$ cat src/rtl/hazard_stall_ctrl_if.sv
`default_nettype none
// ============================================================================
// Module : hazard_stall_ctrl_if
// Brief  : Bundle of hazard inputs seen by the ID-stage stall controller and
//          the pipeline enables/flushes it produces.
//          master : pipeline side (drives hazard info, consumes enables)
//          slave  : stall controller (consumes hazard info, drives enables)
// Rev    : 1.0  initial release
// ============================================================================
interface hazard_stall_ctrl_if;
  // Instruction in EX
  logic       ID_EX_mem_read;
  logic       ID_EX_reg_write_en;
  logic [4:0] ID_EX_reg_dest;
  // Instruction in MEM
  logic       EX_Mem_mem_read;
  logic [4:0] EX_Mem_rd;
  // Instruction in ID
  logic [4:0] IF_ID_rs;
  logic [4:0] IF_ID_rt;
  logic       IF_ID_uses_rt;
  logic       IF_ID_branch;
  logic       IF_ID_jump;
  logic       branch_taken;
  // Memory not ready
  logic       mem_busy;
  // Controls back to the pipeline
  logic       pc_write;
  logic       IF_ID_write;
  logic       IF_ID_flush;
  logic       ID_EX_flush;
  logic       stall_active;

  modport master (
    output ID_EX_mem_read, ID_EX_reg_write_en, ID_EX_reg_dest,
    output EX_Mem_mem_read, EX_Mem_rd,
    output IF_ID_rs, IF_ID_rt, IF_ID_uses_rt, IF_ID_branch, IF_ID_jump,
    output branch_taken, mem_busy,
    input  pc_write, IF_ID_write, IF_ID_flush, ID_EX_flush, stall_active
  );

  modport slave (
    input  ID_EX_mem_read, ID_EX_reg_write_en, ID_EX_reg_dest,
    input  EX_Mem_mem_read, EX_Mem_rd,
    input  IF_ID_rs, IF_ID_rt, IF_ID_uses_rt, IF_ID_branch, IF_ID_jump,
    input  branch_taken, mem_busy,
    output pc_write, IF_ID_write, IF_ID_flush, ID_EX_flush, stall_active
  );
endinterface
`default_nettype wire

$ cat src/rtl/hazard_stall_ctrl.sv
`default_nettype none
// ============================================================================
// Module : hazard_stall_ctrl
// Brief  : Hazard detection and stall sequencer for the 5-stage MIPS pipeline.
//          Holds PC and IF/ID and inserts ID/EX bubbles until every operand
//          the forwarding network selects is available; flushes IF/ID on
//          taken branches and jumps; freezes everything while memory is busy.
// Config : HAZARD_PERF_EN - adds stall_cycles / flush_count perf counters.
// Rev    : 1.0  initial release
// ============================================================================
module hazard_stall_ctrl #(
  parameter int unsigned STALL_CW = 2
`ifdef HAZARD_PERF_EN
  ,
  parameter int unsigned PERF_W   = 32
`endif
) (
  input  logic                clk,
  input  logic                rst_n,
  hazard_stall_ctrl_if.slave  hz
`ifdef HAZARD_PERF_EN
  ,
  output logic [PERF_W-1:0]   stall_cycles,
  output logic [PERF_W-1:0]   flush_count
`endif
);

  typedef enum logic [0:0] {
    RUN   = 1'b0,
    STALL = 1'b1
  } state_t;

  state_t              state_q;
  logic [STALL_CW-1:0] rem_q;

  // r0 is hard-wired zero, so it can never carry a dependence.
  function automatic logic src_match(input logic [4:0] r,
                                     input logic [4:0] rs,
                                     input logic [4:0] rt,
                                     input logic       uses_rt);
    return (r != 5'd0) && ((rs == r) || (uses_rt && (rt == r)));
  endfunction

  logic       w_ex_load_hit;
  logic       w_ex_wr_hit;
  logic       w_mem_load_hit;
  logic [1:0] w_need_n;
  logic       w_stall;
  logic       w_if_id_flush;

  assign w_ex_load_hit  = hz.ID_EX_mem_read &&
                          src_match(hz.ID_EX_reg_dest, hz.IF_ID_rs, hz.IF_ID_rt, hz.IF_ID_uses_rt);
  assign w_ex_wr_hit    = hz.ID_EX_reg_write_en &&
                          src_match(hz.ID_EX_reg_dest, hz.IF_ID_rs, hz.IF_ID_rt, hz.IF_ID_uses_rt);
  assign w_mem_load_hit = hz.EX_Mem_mem_read &&
                          src_match(hz.EX_Mem_rd, hz.IF_ID_rs, hz.IF_ID_rt, hz.IF_ID_uses_rt);

  // Required stall length; branches resolve in ID so they need results
  // earlier than ordinary instructions, which forwarding covers from EX.
  always_comb begin
    w_need_n = 2'd0;
    if (hz.IF_ID_branch && w_ex_load_hit)       w_need_n = 2'd2;
    else if (w_ex_load_hit)                     w_need_n = 2'd1;
    else if (hz.IF_ID_branch && w_ex_wr_hit)    w_need_n = 2'd1;
    else if (hz.IF_ID_branch && w_mem_load_hit) w_need_n = 2'd1;
  end

  // ID is held either by a fresh hazard in RUN or by an ongoing STALL.
  assign w_stall = (state_q == STALL) || (w_need_n != 2'd0);

  // Pipeline controls; mem_busy freezes everything, a stall masks the
  // (stale) branch/jump decision so no flush can happen while ID is held.
  always_comb begin
    hz.pc_write     = 1'b0;
    hz.IF_ID_write  = 1'b0;
    w_if_id_flush   = 1'b0;
    hz.ID_EX_flush  = 1'b0;
    hz.stall_active = 1'b0;
    if (rst_n) begin
      hz.stall_active = w_stall;
      if (!hz.mem_busy) begin
        if (w_stall) begin
          hz.ID_EX_flush = 1'b1;
        end else begin
          hz.pc_write    = 1'b1;
          hz.IF_ID_write = 1'b1;
          w_if_id_flush  = (hz.IF_ID_branch && hz.branch_taken) || hz.IF_ID_jump;
        end
      end
    end
  end

  assign hz.IF_ID_flush = w_if_id_flush;

  // Stall sequencer: RUN arms the remaining-cycle counter, STALL counts it down.
  always_ff @(posedge clk or negedge rst_n) begin
    if (!rst_n) begin
      state_q <= RUN;
      rem_q   <= '0;
    end else if (!hz.mem_busy) begin
      case (state_q)
        RUN: begin
          if (w_need_n != 2'd0) begin
            rem_q   <= STALL_CW'(w_need_n - 2'd1);
            state_q <= (w_need_n > 2'd1) ? STALL : RUN;
          end
        end
        STALL: begin
          if (rem_q <= STALL_CW'(1)) begin
            rem_q   <= '0;
            state_q <= RUN;
          end else begin
            rem_q   <= rem_q - 1'b1;
          end
        end
        default: begin
          state_q <= RUN;
          rem_q   <= '0;
        end
      endcase
    end
  end

`ifdef HAZARD_PERF_EN
  // Performance counters; only non-busy cycles count, both wrap freely.
  always_ff @(posedge clk or negedge rst_n) begin
    if (!rst_n) begin
      stall_cycles <= '0;
      flush_count  <= '0;
    end else if (!hz.mem_busy) begin
      if (w_stall)       stall_cycles <= stall_cycles + 1'b1;
      if (w_if_id_flush) flush_count  <= flush_count + 1'b1;
    end
  end
`endif

endmodule
`default_nettype wire
$ cat src/flat_wrapper.sv
// flat-port wrapper written by rule: the top's interface ports become plain ports
module hazard_stall_ctrl_flat 
#(
  parameter int unsigned STALL_CW = 2

)
  (clk, rst_n, hz_ID_EX_mem_read, hz_ID_EX_reg_write_en, hz_ID_EX_reg_dest, hz_EX_Mem_mem_read, hz_EX_Mem_rd, hz_IF_ID_rs, hz_IF_ID_rt, hz_IF_ID_uses_rt, hz_IF_ID_branch, hz_IF_ID_jump, hz_branch_taken, hz_mem_busy, hz_pc_write, hz_IF_ID_write, hz_IF_ID_flush, hz_ID_EX_flush, hz_stall_active);
  hazard_stall_ctrl_if hz_i ();
  input  logic clk;
  input  logic rst_n;
  input wire logic [$bits(hz_i.ID_EX_mem_read)-1:0] hz_ID_EX_mem_read;
  input wire logic [$bits(hz_i.ID_EX_reg_write_en)-1:0] hz_ID_EX_reg_write_en;
  input wire logic [$bits(hz_i.ID_EX_reg_dest)-1:0] hz_ID_EX_reg_dest;
  input wire logic [$bits(hz_i.EX_Mem_mem_read)-1:0] hz_EX_Mem_mem_read;
  input wire logic [$bits(hz_i.EX_Mem_rd)-1:0] hz_EX_Mem_rd;
  input wire logic [$bits(hz_i.IF_ID_rs)-1:0] hz_IF_ID_rs;
  input wire logic [$bits(hz_i.IF_ID_rt)-1:0] hz_IF_ID_rt;
  input wire logic [$bits(hz_i.IF_ID_uses_rt)-1:0] hz_IF_ID_uses_rt;
  input wire logic [$bits(hz_i.IF_ID_branch)-1:0] hz_IF_ID_branch;
  input wire logic [$bits(hz_i.IF_ID_jump)-1:0] hz_IF_ID_jump;
  input wire logic [$bits(hz_i.branch_taken)-1:0] hz_branch_taken;
  input wire logic [$bits(hz_i.mem_busy)-1:0] hz_mem_busy;
  output wire logic [$bits(hz_i.pc_write)-1:0] hz_pc_write;
  output wire logic [$bits(hz_i.IF_ID_write)-1:0] hz_IF_ID_write;
  output wire logic [$bits(hz_i.IF_ID_flush)-1:0] hz_IF_ID_flush;
  output wire logic [$bits(hz_i.ID_EX_flush)-1:0] hz_ID_EX_flush;
  output wire logic [$bits(hz_i.stall_active)-1:0] hz_stall_active;
  assign hz_i.ID_EX_mem_read = hz_ID_EX_mem_read;
  assign hz_i.ID_EX_reg_write_en = hz_ID_EX_reg_write_en;
  assign hz_i.ID_EX_reg_dest = hz_ID_EX_reg_dest;
  assign hz_i.EX_Mem_mem_read = hz_EX_Mem_mem_read;
  assign hz_i.EX_Mem_rd = hz_EX_Mem_rd;
  assign hz_i.IF_ID_rs = hz_IF_ID_rs;
  assign hz_i.IF_ID_rt = hz_IF_ID_rt;
  assign hz_i.IF_ID_uses_rt = hz_IF_ID_uses_rt;
  assign hz_i.IF_ID_branch = hz_IF_ID_branch;
  assign hz_i.IF_ID_jump = hz_IF_ID_jump;
  assign hz_i.branch_taken = hz_branch_taken;
  assign hz_i.mem_busy = hz_mem_busy;
  assign hz_pc_write = hz_i.pc_write;
  assign hz_IF_ID_write = hz_i.IF_ID_write;
  assign hz_IF_ID_flush = hz_i.IF_ID_flush;
  assign hz_ID_EX_flush = hz_i.ID_EX_flush;
  assign hz_stall_active = hz_i.stall_active;
  hazard_stall_ctrl #(.STALL_CW(STALL_CW)) u_core (.clk(clk), .rst_n(rst_n), .hz(hz_i));
endmodule
$ cat config.mk
export PLATFORM = sky130hd
export DESIGN_NAME = hazard_stall_ctrl_flat
export DESIGN_NICKNAME = d
export VERILOG_FILES = /design/src/rtl/hazard_stall_ctrl_if.sv /design/src/rtl/hazard_stall_ctrl.sv /design/src/flat_wrapper.sv
export SDC_FILE = /design/constraint.sdc
export NUM_CORES = 1
export LEC_CHECK = 0
export ABC_AREA = 1
export ABC_CLOCK_PERIOD_IN_PS = 7000
export CORE_MARGIN = 1
export CORE_UTILIZATION = 40
export CTS_CLUSTER_DIAMETER = 120
export CTS_CLUSTER_SIZE = 28
export DETAILED_ROUTE_END_ITERATION = 6
export GPL_TIMING_DRIVEN = 0
export PLACE_DENSITY = 0.95
export SKIP_CTS_REPAIR_TIMING = 1
export SYNTH_ARGS = -nofsm -noshare
export SYNTH_HDL_FRONTEND = slang
export SYNTH_SLANG_ARGS = --single-unit
$ cat constraint.sdc
create_clock -name clk -period 7 [get_ports clk]
set_input_delay 1.75 -clock clk [delete_from_list [all_inputs] [get_ports clk]]
set_output_delay 1.75 -clock clk [all_outputs]
set_load 0.05 [all_outputs]
== Word level (Yosys, flattened, before mapping) ==
Cells that the tools add are included.
Word-level totals
  logic and storage cells: 53
  register bits: 3
  output and inout port bits: 5
  input bits: 30
Cells by class
  equal/unequal tests: 5
  add/subtract/negate cells: 2
  magnitude comparators: 2
  mux-type cells: 21
  reductions and logical operators: 19
  bitwise logic cells: 2
Operator list (count)
  equality test 5 bit: 4
  2-to-1 mux 1 bit: 14
  logical AND 1 bit: 11
  2-to-1 mux 2 bit: 5
  nonzero test 5 bit: 2
  logical OR 1 bit: 4
  case mux 2 bit (2 select lines): 1
  subtractor 2 x 1 -> 2 bit, second input constant: 2
  > comparator 2 x 1 -> 1 bit, second input constant: 1
  less-or-equal comparator 2 x 1 -> 1 bit, second input constant: 1
  != test 2 x 1 -> 1 bit, second input constant: 1
  inverter 1 bit: 2
  case mux 1 bit (2 select lines): 1
  AND reduction 2 bit: 1
  nonzero test 2 bit: 1

== Longest topological paths before layout ==
Gate-level depths: netlist of the first run.
  depth after elaboration: 15
  mapped depth: 17
  gate-level depth less buffers: 17

== Worst setup path after synthesis of the first run ==
OpenSTA, ideal clock, no wires.
  kind: input -> output
  start: in hz_ID_EX_reg_dest[1]
  end: out hz_IF_ID_flush
  stages on the path: 12
  path buffers: 0
  arrival: 4125 ps
  setup slack: 1125 ps
  required time: 5250 ps
  cells stage by stage: inv_1 > nand2_1 > nand2_1 > nor2_1 > nand3_1 > nand2_2 > nand3_2 > or2_0 > and2_1 > ha_1 > nand2_1 > nor4_1
Between the ends
  longest elaborated chain between the ends: 14
  elaborated cells on any way between the ends: 18
  those cells by class: 2 x eq/ne; 6 x mux; 10 x reduce/logical
RTL lines
  start: declaration: RTL line flat_wrapper.sv:13  | input wire logic [$bits(hz_i.ID_EX_reg_dest)-1:0] hz_ID_EX_reg_dest;
  equality test 5 bit: RTL line hazard_stall_ctrl.sv:41  | return (r != 5'd0) && ((rs == r) || (uses_rt && (rt == r)));
  logical AND 1 bit: RTL line hazard_stall_ctrl.sv:41
  logical OR 1 bit: RTL line hazard_stall_ctrl.sv:41
  logical AND 1 bit *: RTL line hazard_stall_ctrl.sv:41
  logical AND 1 bit: RTL line hazard_stall_ctrl.sv:53  | assign w_ex_wr_hit = hz.ID_EX_reg_write_en &&
  logical AND 1 bit: RTL line hazard_stall_ctrl.sv:64  | else if (hz.IF_ID_branch && w_ex_wr_hit) w_need_n = 2'd1;
  2-to-1 mux 2 bit: RTL line hazard_stall_ctrl.sv:64
  2-to-1 mux 2 bit: RTL line hazard_stall_ctrl.sv:63  | else if (w_ex_load_hit) w_need_n = 2'd1;
  2-to-1 mux 2 bit *: RTL line hazard_stall_ctrl.sv:62  | if (hz.IF_ID_branch && w_ex_load_hit) w_need_n = 2'd2;
  nonzero test 2 bit *: RTL line hazard_stall_ctrl.sv:69  | assign w_stall = (state_q == STALL) || (w_need_n != 2'd0);
  logical OR 1 bit *: RTL line hazard_stall_ctrl.sv:69
  2-to-1 mux 1 bit *: RTL line hazard_stall_ctrl.sv:82  | if (w_stall) begin
  2-to-1 mux 1 bit *: RTL line hazard_stall_ctrl.sv:81  | if (!hz.mem_busy) begin
  2-to-1 mux 1 bit *: RTL line hazard_stall_ctrl.sv:79  | if (rst_n) begin
  end: declaration: RTL line flat_wrapper.sv:25  | output wire logic [$bits(hz_i.IF_ID_flush)-1:0] hz_IF_ID_flush;
Mark *: on every way between the ends. The rest lies on a longest branch, timed or not.

== Worst setup path in the final report of the first run ==
  start: in hz_ID_EX_reg_dest[4]
  end: out hz_ID_EX_flush
Between the ends
  longest elaborated chain between the ends: 14
  elaborated cells on any way between the ends: 18
  those cells by class: 2 x eq/ne; 6 x mux; 10 x reduce/logical
RTL lines
  equality test 5 bit: RTL line hazard_stall_ctrl.sv:41
  logical AND 1 bit: RTL line hazard_stall_ctrl.sv:41
  logical OR 1 bit: RTL line hazard_stall_ctrl.sv:41
  logical AND 1 bit *: RTL line hazard_stall_ctrl.sv:41
  logical AND 1 bit: RTL line hazard_stall_ctrl.sv:53
  logical AND 1 bit: RTL line hazard_stall_ctrl.sv:64
  2-to-1 mux 2 bit: RTL line hazard_stall_ctrl.sv:64
  2-to-1 mux 2 bit: RTL line hazard_stall_ctrl.sv:63
  2-to-1 mux 2 bit *: RTL line hazard_stall_ctrl.sv:62
  nonzero test 2 bit *: RTL line hazard_stall_ctrl.sv:69
  logical OR 1 bit *: RTL line hazard_stall_ctrl.sv:69
  2-to-1 mux 1 bit *: RTL line hazard_stall_ctrl.sv:82
  2-to-1 mux 1 bit *: RTL line hazard_stall_ctrl.sv:81
  2-to-1 mux 1 bit *: RTL line hazard_stall_ctrl.sv:79
  end: declaration: RTL line flat_wrapper.sv:26  | output wire logic [$bits(hz_i.ID_EX_flush)-1:0] hz_ID_EX_flush;
Marked as above.

==> results.sh, run 1 <==
export IMPL_status="complete, no violations"
export IMPL_worstHoldPathType="flip-flop to flip-flop"
export IMPL_fin_crit_sh_pct=92.5
export IMPL_routabilityCongestion=0.895
export IMPL_layout_nets=189
export IMPL_slew_viol_final=0
export IMPL_peakVddDrop_uv=105
export IMPL_dp_slack_ps=539
export IMPL_tns_ps=0
export IMPL_drv_cap=0
export IMPL_grt_util_all_layers_pct=23.5
export IMPL_grt_antenna_before_repair=0
export IMPL_drc=0
export IMPL_diodes=0
export IMPL_layout_min_cycle_time_ps=6480
export IMPL_critPathMaxFanout=4
export IMPL_synth_fp_nets=150
export IMPL_fillers=124
export IMPL_grt_max_degree=6
export IMPL_crit_required_ps=5250
export IMPL_cts_buffer_depth=2
export IMPL_synthesis_area_um2=601
export IMPL_ys_ff_latch=3
export IMPL_max_freq_mhz=154
export IMPL_synth_cell_type_count=20
export IMPL_clock_latency_ps=220
export IMPL_wl_met3_um=81
export IMPL_mostFrequentLayoutCells="nand2_1 (38), clkdlybuf4s50_1 (34), inv_1 (20)"
export IMPL_cts_buffers_inserted=3
export IMPL_firstDrtPassIters=4
export IMPL_final_common_cell="nand2_1"
export IMPL_top_layer_used="met3"
export IMPL_wl_per_cell_um=10.4
export IMPL_htreeDepth=1
export IMPL_leakage_nw=0.519
export IMPL_fin_ws_ps=522
export IMPL_ys_seq_area_share_pct=12.5
export IMPL_relSlewSlack_pct=66.3
export IMPL_route_met2_wl_um=950
export IMPL_grt_pass1_vias=699
export IMPL_postRouteWirelength_um=1790
export IMPL_setup_violations=0
export IMPL_critPathKind="input port to output pin"
export IMPL_die_h_um=40.8
export IMPL_initial_core_util_pct=44.5
export IMPL_die_area_um2=1660
export IMPL_first_iter_violations=24
export IMPL_syn_to_final_growth_pct=64.2
export IMPL_cp_end_kind="output pin"
export IMPL_hold_viol=0
export IMPL_place_hpwl_um=1570
export IMPL_root_buffer="clkbuf_4"
export IMPL_p_total_mw=0.116
export IMPL_cts_sink_count=3
export IMPL_die_w_um=40.8
export IMPL_syn_inst=119
export IMPL_tightest_slew_ps=504
export IMPL_pin_count=35
export IMPL_rows=13
export IMPL_grt_pass1_wl_um=2650
export IMPL_clk_pin_slew_worst_paths_ps=40
export IMPL_drive_above_1_share_pct=6.37
export IMPL_tritoncts="built"
export IMPL_placedCellCount=168
export IMPL_ant_nets=0
export IMPL_overflow=0
export IMPL_routed_via_density=4.78
export IMPL_coreArea_um2=1350
export IMPL_wl_met1_um=760
export IMPL_instances_no_fill=172
export IMPL_avgSynthCellArea_um2=5.05
export IMPL_yosys_warnings=0
export IMPL_startpoint_type="input port"
export IMPL_io_buffers=34
export IMPL_finClkSkew_ps=2.72
export IMPL_pwr_density_cell_nw_per_um2=118
export IMPL_via_count=823
export IMPL_crit_arrival_ps=4730
export IMPL_r2r_slack_ps=5820
export IMPL_grt_setup_unrepaired="no"
-- cells by family (layout without fill, tap and decap cells) --
group | after synthesis | after routing | synth area share (%)
simple gates | 74 | 74 | 51.9
buf+inv | 24 | 62 | 15.6
compound gates | 12 | 12 | 10.6
xor+xnor | 5 | 5 | 7.29
flops | 3 | 3 | 12.5
fa+ha+maj | 1 | 1 | 2.08
-- per-stage QoR --
step	utilization (%)	area (um^2)	hold slack [ps]
after floorplan	-	601	477
after global placement	71.1	960	511
after detailed placement	71.1	960	538
after CTS	73.0	986	548
after global routing	73.0	986	587
final	73.0	986	548
-- registers in the layout (all words and copies together) (netlist names) --
signal / flops
u_core.rem_q: 2
u_core.state_q: 1
-- layer usage --
layer	global-route usage (%)	vias to the layer above
met2	47.2	28
met1	28.3	351
met4	2.50	0
li1	-	444
met3	0	0
met5	0	-
-- worst max-delay path, cell delays in order --
cell and delay, ps:
clkdlybuf4s50_1 550, inv_2 60, nand2_1 60, nand2_1 50, nor2_1 140, nand3_1 110, nand2_2 80, nand3_2 70
or2_0 230, and2_1 170, ha_1 200, nand2_1 110, inv_1 60, nor2_1 130, inv_1 80, nor2_1 80
clkdlybuf4s50_1 800
-- power breakdown --
group          leakage (nW)  internal (mW)  total, mW  switching, mW
logic                 0.467         0.0296     0.0606         0.0310
registers            0.0361         0.0232     0.0269        0.00367
clock network        0.0150         0.0213     0.0287        0.00749
total                 0.519         0.0741      0.116         0.0422
-- synthesized netlist by cell type --
cell / instances / area, um^2
a21oi_1: 3 / 15.0
and2_1: 1 / 6.26
buf_4: 1 / 7.51
dfrtp_1: 3 / 75.1
ha_1: 1 / 12.5
inv_1: 20 / 75.1
inv_2: 3 / 11.3
nand2_1: 38 / 143
nand2_2: 1 / 6.26
nand3_1: 9 / 45.0
nand3_2: 1 / 10.0
nor2_1: 18 / 67.6
nor3_1: 3 / 15.0
nor4_1: 1 / 6.26
o21ai_0: 8 / 40.0
o32ai_1: 1 / 8.76
or2_0: 1 / 6.26
or2_2: 1 / 6.26
xnor2_1: 2 / 17.5
xor2_1: 3 / 26.3
-- path summary, 6_finish.rpt --
| check | start | end | cells past startpoint |
|---|---|---|---|
| max | hz_ID_EX_reg_dest[4] | hz_ID_EX_flush | 17 |
| min | u_core.rem_q[1]$_DFFE_PN0P_ | u_core.state_q$_DFFE_PN0N_ | 2 |
| max reg2reg | u_core.state_q$_DFFE_PN0N_ | u_core.rem_q[1]$_DFFE_PN0P_ | 7 |
| min reg2reg | u_core.rem_q[1]$_DFFE_PN0P_ | u_core.state_q$_DFFE_PN0N_ | 2 |
| max in group asynchronous | rst_n | u_core.rem_q[0]$_DFFE_PN0P_ | 1 |
| min in group asynchronous | rst_n | u_core.rem_q[1]$_DFFE_PN0P_ | 1 |
-- final cells by class --
cell class	count	area, um^2	share of cell area (%)
Inverter	23	86.3	8.76
Tap cell	15	18.8	1.90
Clock buffer	4	26.3	2.66
Timing Repair Buffer	34	340	34.5
Buffer	1	7.51	0.761
Sequential cell	3	75.1	7.61
Multi-Input combinational cell	92	432	43.8
No activity file was read; power rests on OpenSTA's default activity.
==> run 2: changes to the inputs <==
--- a/config.mk
+++ b/config.mk
@@ -8,13 +8,15 @@
 export ABC_AREA = 1
 export ABC_CLOCK_PERIOD_IN_PS = 7000
 export CORE_MARGIN = 1
-export CORE_UTILIZATION = 40
+export CORE_UTILIZATION = 45
 export CTS_CLUSTER_DIAMETER = 120
 export CTS_CLUSTER_SIZE = 28
 export DETAILED_ROUTE_END_ITERATION = 6
+export DONT_BUFFER_PORTS = 1
 export GPL_TIMING_DRIVEN = 0
-export PLACE_DENSITY = 0.95
+export PLACE_DENSITY = 0.71
 export SKIP_CTS_REPAIR_TIMING = 1
+export SKIP_LAST_GASP = 1
 export SYNTH_ARGS = -nofsm -noshare
 export SYNTH_HDL_FRONTEND = slang
 export SYNTH_SLANG_ARGS = --single-unit
==> results.sh, run 2 (synthesis results as in run 1) <==
export IMPL_r2r_end="u_core.rem_q[1]$_DFFE_PN0P_"
export IMPL_critPathKind="input port to output pin"
export IMPL_critPathMaxFanout=3
export IMPL_hold_viol=0
export IMPL_cp_num_cells=15
export IMPL_cp_end_kind="output pin"
export IMPL_io_buffers=0
export IMPL_instances_no_fill=137
export IMPL_grt_util_all_layers_pct=19.5
export IMPL_drive_above_1_share_pct=9.76
export IMPL_swShare_pct=37.5
export IMPL_fin_area_um2=656
export IMPL_seqPwrFrac_pct=28.7
export IMPL_tns_ps=0
export IMPL_status="complete, no violations"
export IMPL_crit_slowest_cell="nor2_1"
export IMPL_ant_nets=0
export IMPL_cts_buffers_inserted=3
export IMPL_crit_arrival_ps=3910
export IMPL_worstRegToRegCells=7
export IMPL_die_area_um2=1480
export IMPL_overflow=0
export IMPL_initial_core_util_pct=51.3
export IMPL_crit_required_ps=5250
export IMPL_largest_reg_flops=2
export IMPL_grt_antenna_before_repair=0
export IMPL_internal_power_mw=0.0579
export IMPL_postPlaceCellArea_um2=629
export IMPL_worstHoldPathType="flip-flop to flip-flop"
export IMPL_layout_nets=155
export IMPL_fillers=140
export IMPL_gr_usage_met3_pct=6.40
export IMPL_met1_usage_pct=25.9
export IMPL_tightest_slew_ps=1170
export IMPL_grt_busiest_layer="met2"
export IMPL_rows=12
export IMPL_cts_buffer_depth=2
export IMPL_cp_num_buf_inv=3
export IMPL_reg_largest_list="u_core.rem_q: 2 flops, u_core.state_q: 1 flops"
export IMPL_tritoncts="built"
export IMPL_cpPeakStageDelay_ps=670
export IMPL_clock_latency_ps=220
export IMPL_grt_pass1_wl_um=2030
export IMPL_leakage_nw=0.389
export IMPL_grt_setup_unrepaired="no"
export IMPL_diodes=0
export IMPL_via_count=665
export IMPL_syn_to_final_growth_pct=9.17
export IMPL_slew_viol_final=0
export IMPL_clk_pin_slew_worst_paths_ps=30
export IMPL_r2r_start="u_core.state_q$_DFFE_PN0N_"
export IMPL_firstDrtPassIters=4
export IMPL_setup_violations=0
export IMPL_wl_per_cell_um=9.56
export IMPL_startpoint_type="input port"
export IMPL_setup_worst_path_end="hz_ID_EX_flush"
export IMPL_p_clk_share_pct=31.2
export IMPL_first_iter_violations=21
export IMPL_layout_min_cycle_time_ps=5660
export IMPL_coreArea_um2=1170
export IMPL_grt_pass1_vias=550
export IMPL_mostFrequentLayoutCells="nand2_1 (38), inv_1 (20), nor2_1 (18)"
export IMPL_worstHoldStart="u_core.rem_q[1]$_DFFE_PN0P_"
export IMPL_crit_family="simple AND/OR/NAND/NOR gates"
export IMPL_max_freq_mhz=177
export IMPL_setup_worst_path_start="hz_IF_ID_rs[4]"
export IMPL_routabilityCongestion=0.876
export IMPL_peakVddDrop_uv=112
export IMPL_routed_via_density=4.85
export IMPL_drv_cap=0
export IMPL_p_comb_share_pct=40.1
export IMPL_p_sw_mw=0.0348
export IMPL_drc=0
export IMPL_root_buffer="clkbuf_4"
export IMPL_die_w_um=38.5
export IMPL_finClkSkew_ps=1.19
export IMPL_pwr_density_cell_nw_per_um2=141
export IMPL_relSlewSlack_pct=21.5
export IMPL_pin_count=35
export IMPL_die_h_um=38.5
export IMPL_final_common_cell="nand2_1"
export IMPL_regMostFlops="u_core.rem_q"
export IMPL_place_hpwl_um=1170
export IMPL_postRouteWirelength_um=1310
export IMPL_cts_sink_count=3
export IMPL_htreeDepth=1
export IMPL_gr_usage_met2_pct=30.0
export IMPL_placedCellCount=133
export IMPL_grt_max_degree=6
export IMPL_fin_crit_sh_pct=80.9
export IMPL_crit_chain="inv_1, nand2_1, nand2_1, nor2_1, nand3_1, nand2_2, nand3_2, or2_0, and2_1, ha_1, nand2_1, inv_1, nor2_1, inv_1, nor2_1"
export IMPL_r2r_slack_ps=5810
run 2: how the worst min path moves through the flow:
stage,end,cells after the start
finish,u_core.state_q$_DFFE_PN0N_,2
global route,u_core.state_q$_DFFE_PN0N_,2
CTS,u_core.state_q$_DFFE_PN0N_,2
detailed placement,u_core.state_q$_DFFE_PN0N_,2
global placement,u_core.state_q$_DFFE_PN0N_,2
floorplan,u_core.state_q$_DFFE_PN0N_,2
run 2: power by group through the flow:
stage	combinational (mW)	clock, mW	sequential, mW
after global routing	0.0424	0.0335	0.0272
after floorplan	0.0319	0	0.0261
final	0.0372	0.0289	0.0266
after global placement	0.0359	0	0.0265
after detailed placement	0.0375	0	0.0267
after CTS	0.0376	0.0299	0.0265
run 2: worst min-delay path, stage by stage, from the launching register on:
cell and delay [ps]:
dfrtp_1 330, o21ai_0 80, o21ai_0 80
run 2: per-layer routing:
metal  vias up  share of wire, %
li1        370                 -
met1       267                48
met2        28                40
met3         0                11
met4         0                 0
met5         -                 0
run 2: through the flow:
step / util [%] / hold slack, ps / worst slack [ps] / total power [mW]
2_1_floorplan: - / 477 / 1120 / 0.0580
3_3_place_gp: 52.8 / 509 / 994 / 0.0624
3_5_place_dp: 53.7 / 514 / 1340 / 0.0642
4_1_cts: 56.0 / 527 / 1330 / 0.0940
5_1_grt: 56.0 / 598 / 1110 / 0.103
6_report: 56.0 / 528 / 1340 / 0.0927
run 2: cell type report:
cell class / count / area, um^2 / area share, %
Multi-Input combinational cell: 92 / 443 / 67.6
Inverter: 23 / 86.3 / 13.2
Sequential cell: 3 / 75.1 / 11.5
Clock buffer: 4 / 26.3 / 4.01
Tap cell: 14 / 17.5 / 2.67
Buffer: 1 / 7.51 / 1.15
==> run 3: changes to the inputs <==
--- a/config.mk
+++ b/config.mk
@@ -6,7 +6,7 @@
 export NUM_CORES = 1
 export LEC_CHECK = 0
 export ABC_AREA = 1
-export ABC_CLOCK_PERIOD_IN_PS = 7000
+export ABC_CLOCK_PERIOD_IN_PS = 5000
 export CORE_MARGIN = 1
 export CORE_UTILIZATION = 45
 export CTS_CLUSTER_DIAMETER = 120
@@ -14,7 +14,7 @@
 export DETAILED_ROUTE_END_ITERATION = 6
 export DONT_BUFFER_PORTS = 1
 export GPL_TIMING_DRIVEN = 0
-export PLACE_DENSITY = 0.71
+export PLACE_DENSITY = 0.73
 export SKIP_CTS_REPAIR_TIMING = 1
 export SKIP_LAST_GASP = 1
 export SYNTH_ARGS = -nofsm -noshare
==> constraint.sdc (replaced) <==
create_clock -name clk -period 5 [get_ports clk]
set_input_delay 1.25 -clock clk [delete_from_list [all_inputs] [get_ports clk]]
set_output_delay 1.25 -clock clk [all_outputs]
set_load 0.05 [all_outputs]
==> results.sh, run 3 (synthesis results as in run 1) <==
export IMPL_status="complete, no violations"
export IMPL_cts_buffer_depth=2
export IMPL_fin_ws_ps=302
export IMPL_setup_violations=0
export IMPL_largest_reg_flops=2
export IMPL_crit_chain="inv_1, nand2_1, nand2_1, nor2_1, nand3_1, nand2_2, nand3_2, or2_0, and2_1, ha_1, nand2_1, inv_1, nor2_1, inv_1, nor2_1"
export IMPL_tritoncts="built"
export IMPL_coreArea_um2=1170
export IMPL_regMostFlops="u_core.rem_q"
export IMPL_initial_core_util_pct=51.3
export IMPL_via_count=673
export IMPL_grt_pass1_wl_um=2010
export IMPL_crit_slowest_cell="nor2_1"
export IMPL_die_w_um=38.5
export IMPL_reg_largest_list="u_core.rem_q: 2 flops, u_core.state_q: 1 flops"
export IMPL_io_buffers=0
export IMPL_cp_end_kind="output pin"
export IMPL_routabilityCongestion=0.800
export IMPL_cts_buffers_inserted=3
export IMPL_tightest_slew_ps=1170
export IMPL_final_common_cell="nand2_1"
export IMPL_placedCellCount=133
export IMPL_drv_cap=0
export IMPL_rows=12
export IMPL_syn_to_final_growth_pct=9.17
export IMPL_mostFrequentLayoutCells="nand2_1 (38), inv_1 (20), nor2_1 (18)"
export IMPL_cpPeakStageDelay_ps=670
export IMPL_cts_sink_count=3
export IMPL_slew_viol_final=0
export IMPL_layout_min_cycle_time_ps=4700
export IMPL_hold_viol=0
export IMPL_pin_count=35
export IMPL_fin_area_um2=656
export IMPL_first_iter_violations=16
export IMPL_postPlaceCellArea_um2=629
export IMPL_root_buffer="clkbuf_4"
export IMPL_grt_antenna_before_repair=0
export IMPL_overflow=0
export IMPL_grt_util_all_layers_pct=19.8
export IMPL_critPathMaxFanout=3
export IMPL_place_hpwl_um=1130
export IMPL_leakage_nw=0.389
export IMPL_max_freq_mhz=213
export IMPL_clock_latency_ps=230
export IMPL_dp_slack_ps=294
export IMPL_crit_arrival_ps=3450
export IMPL_clk_pin_slew_worst_paths_ps=40
export IMPL_postRouteWirelength_um=1270
export IMPL_ant_nets=0
export IMPL_firstDrtPassIters=4
export IMPL_instances_no_fill=137
export IMPL_peakVddDrop_uv=127
export IMPL_die_h_um=38.5
export IMPL_worstHoldPathType="flip-flop to flip-flop"
export IMPL_finClkSkew_ps=5.28
export IMPL_die_area_um2=1480
export IMPL_grt_max_degree=6
export IMPL_fin_crit_sh_pct=94.0
export IMPL_pwr_density_cell_nw_per_um2=199
export IMPL_diodes=0
export IMPL_layout_nets=155
export IMPL_grt_pass1_vias=567
export IMPL_drc=0
export IMPL_routed_via_density=4.91
export IMPL_drive_above_1_share_pct=9.76
export IMPL_critPathKind="input port to output pin"
export IMPL_startpoint_type="input port"
export IMPL_fillers=137
export IMPL_wl_per_cell_um=9.28
export IMPL_htreeDepth=1
export IMPL_hold_slack_ps=541
export IMPL_grt_setup_unrepaired="no"
export IMPL_relSlewSlack_pct=21.4
export IMPL_crit_required_ps=3750
export IMPL_p_total_mw=0.131
-- run 3: layout make-up --
type / count / area, um^2 / share of cell area, %
Sequential cell: 3 / 75.1 / 11.5
Inverter: 23 / 86.3 / 13.2
Buffer: 1 / 7.51 / 1.15
Multi-Input combinational cell: 92 / 443 / 67.6
Clock buffer: 4 / 26.3 / 4.01
Tap cell: 14 / 17.5 / 2.67
-- run 3: report_power, final --
part / leakage (nW) / internal, mW / switching [mW]
clock: 0.0150 / 0.0299 / 0.0127
sequential: 0.0361 / 0.0325 / 0.00422
combinational: 0.338 / 0.0188 / 0.0325
total: 0.389 / 0.0812 / 0.0494
-- run 3: critical path: cells and delay by family --
family	cells	cell delay [ps]
adder cells (fa/ha/maj)	1	200
AND/OR/NAND/NOR	11	1820
buffers and inverters	3	190
-- run 3: path summary, 6_finish.rpt --
kind	slack, ps	cells after the start	startpoint	endpoint
max in group asynchronous	4220	0	rst_n	u_core.state_q$_DFFE_PN0N_
setup / recovery	300	15	hz_IF_ID_rs[4]	hz_ID_EX_flush
hold reg to reg	540	2	u_core.rem_q[1]$_DFFE_PN0P_	u_core.state_q$_DFFE_PN0N_
setup reg to reg	3820	7	u_core.state_q$_DFFE_PN0N_	u_core.rem_q[1]$_DFFE_PN0P_
min in group asynchronous	710	0	rst_n	u_core.rem_q[1]$_DFFE_PN0P_
hold / removal	540	2	u_core.rem_q[1]$_DFFE_PN0P_	u_core.state_q$_DFFE_PN0N_
-- run 3: stage by stage --
stage                     TNS [ps]  util [%]
after global routing             0      56.0
after global placement       -9.34      52.8
after CTS                        0      56.0
final                            0      56.0
after floorplan                  0         -
after detailed placement         0      53.7
-- run 3: per-layer routing --
metal / GRT usage (%) / wire [um] / up-vias
met3: 5.23 / 139 / 2
li1: - / - / 371
met5: 0 / 0 / -
met2: 27.9 / 532 / 35
met4: 11.2 / 12 / 0
met1: 26.6 / 587 / 265
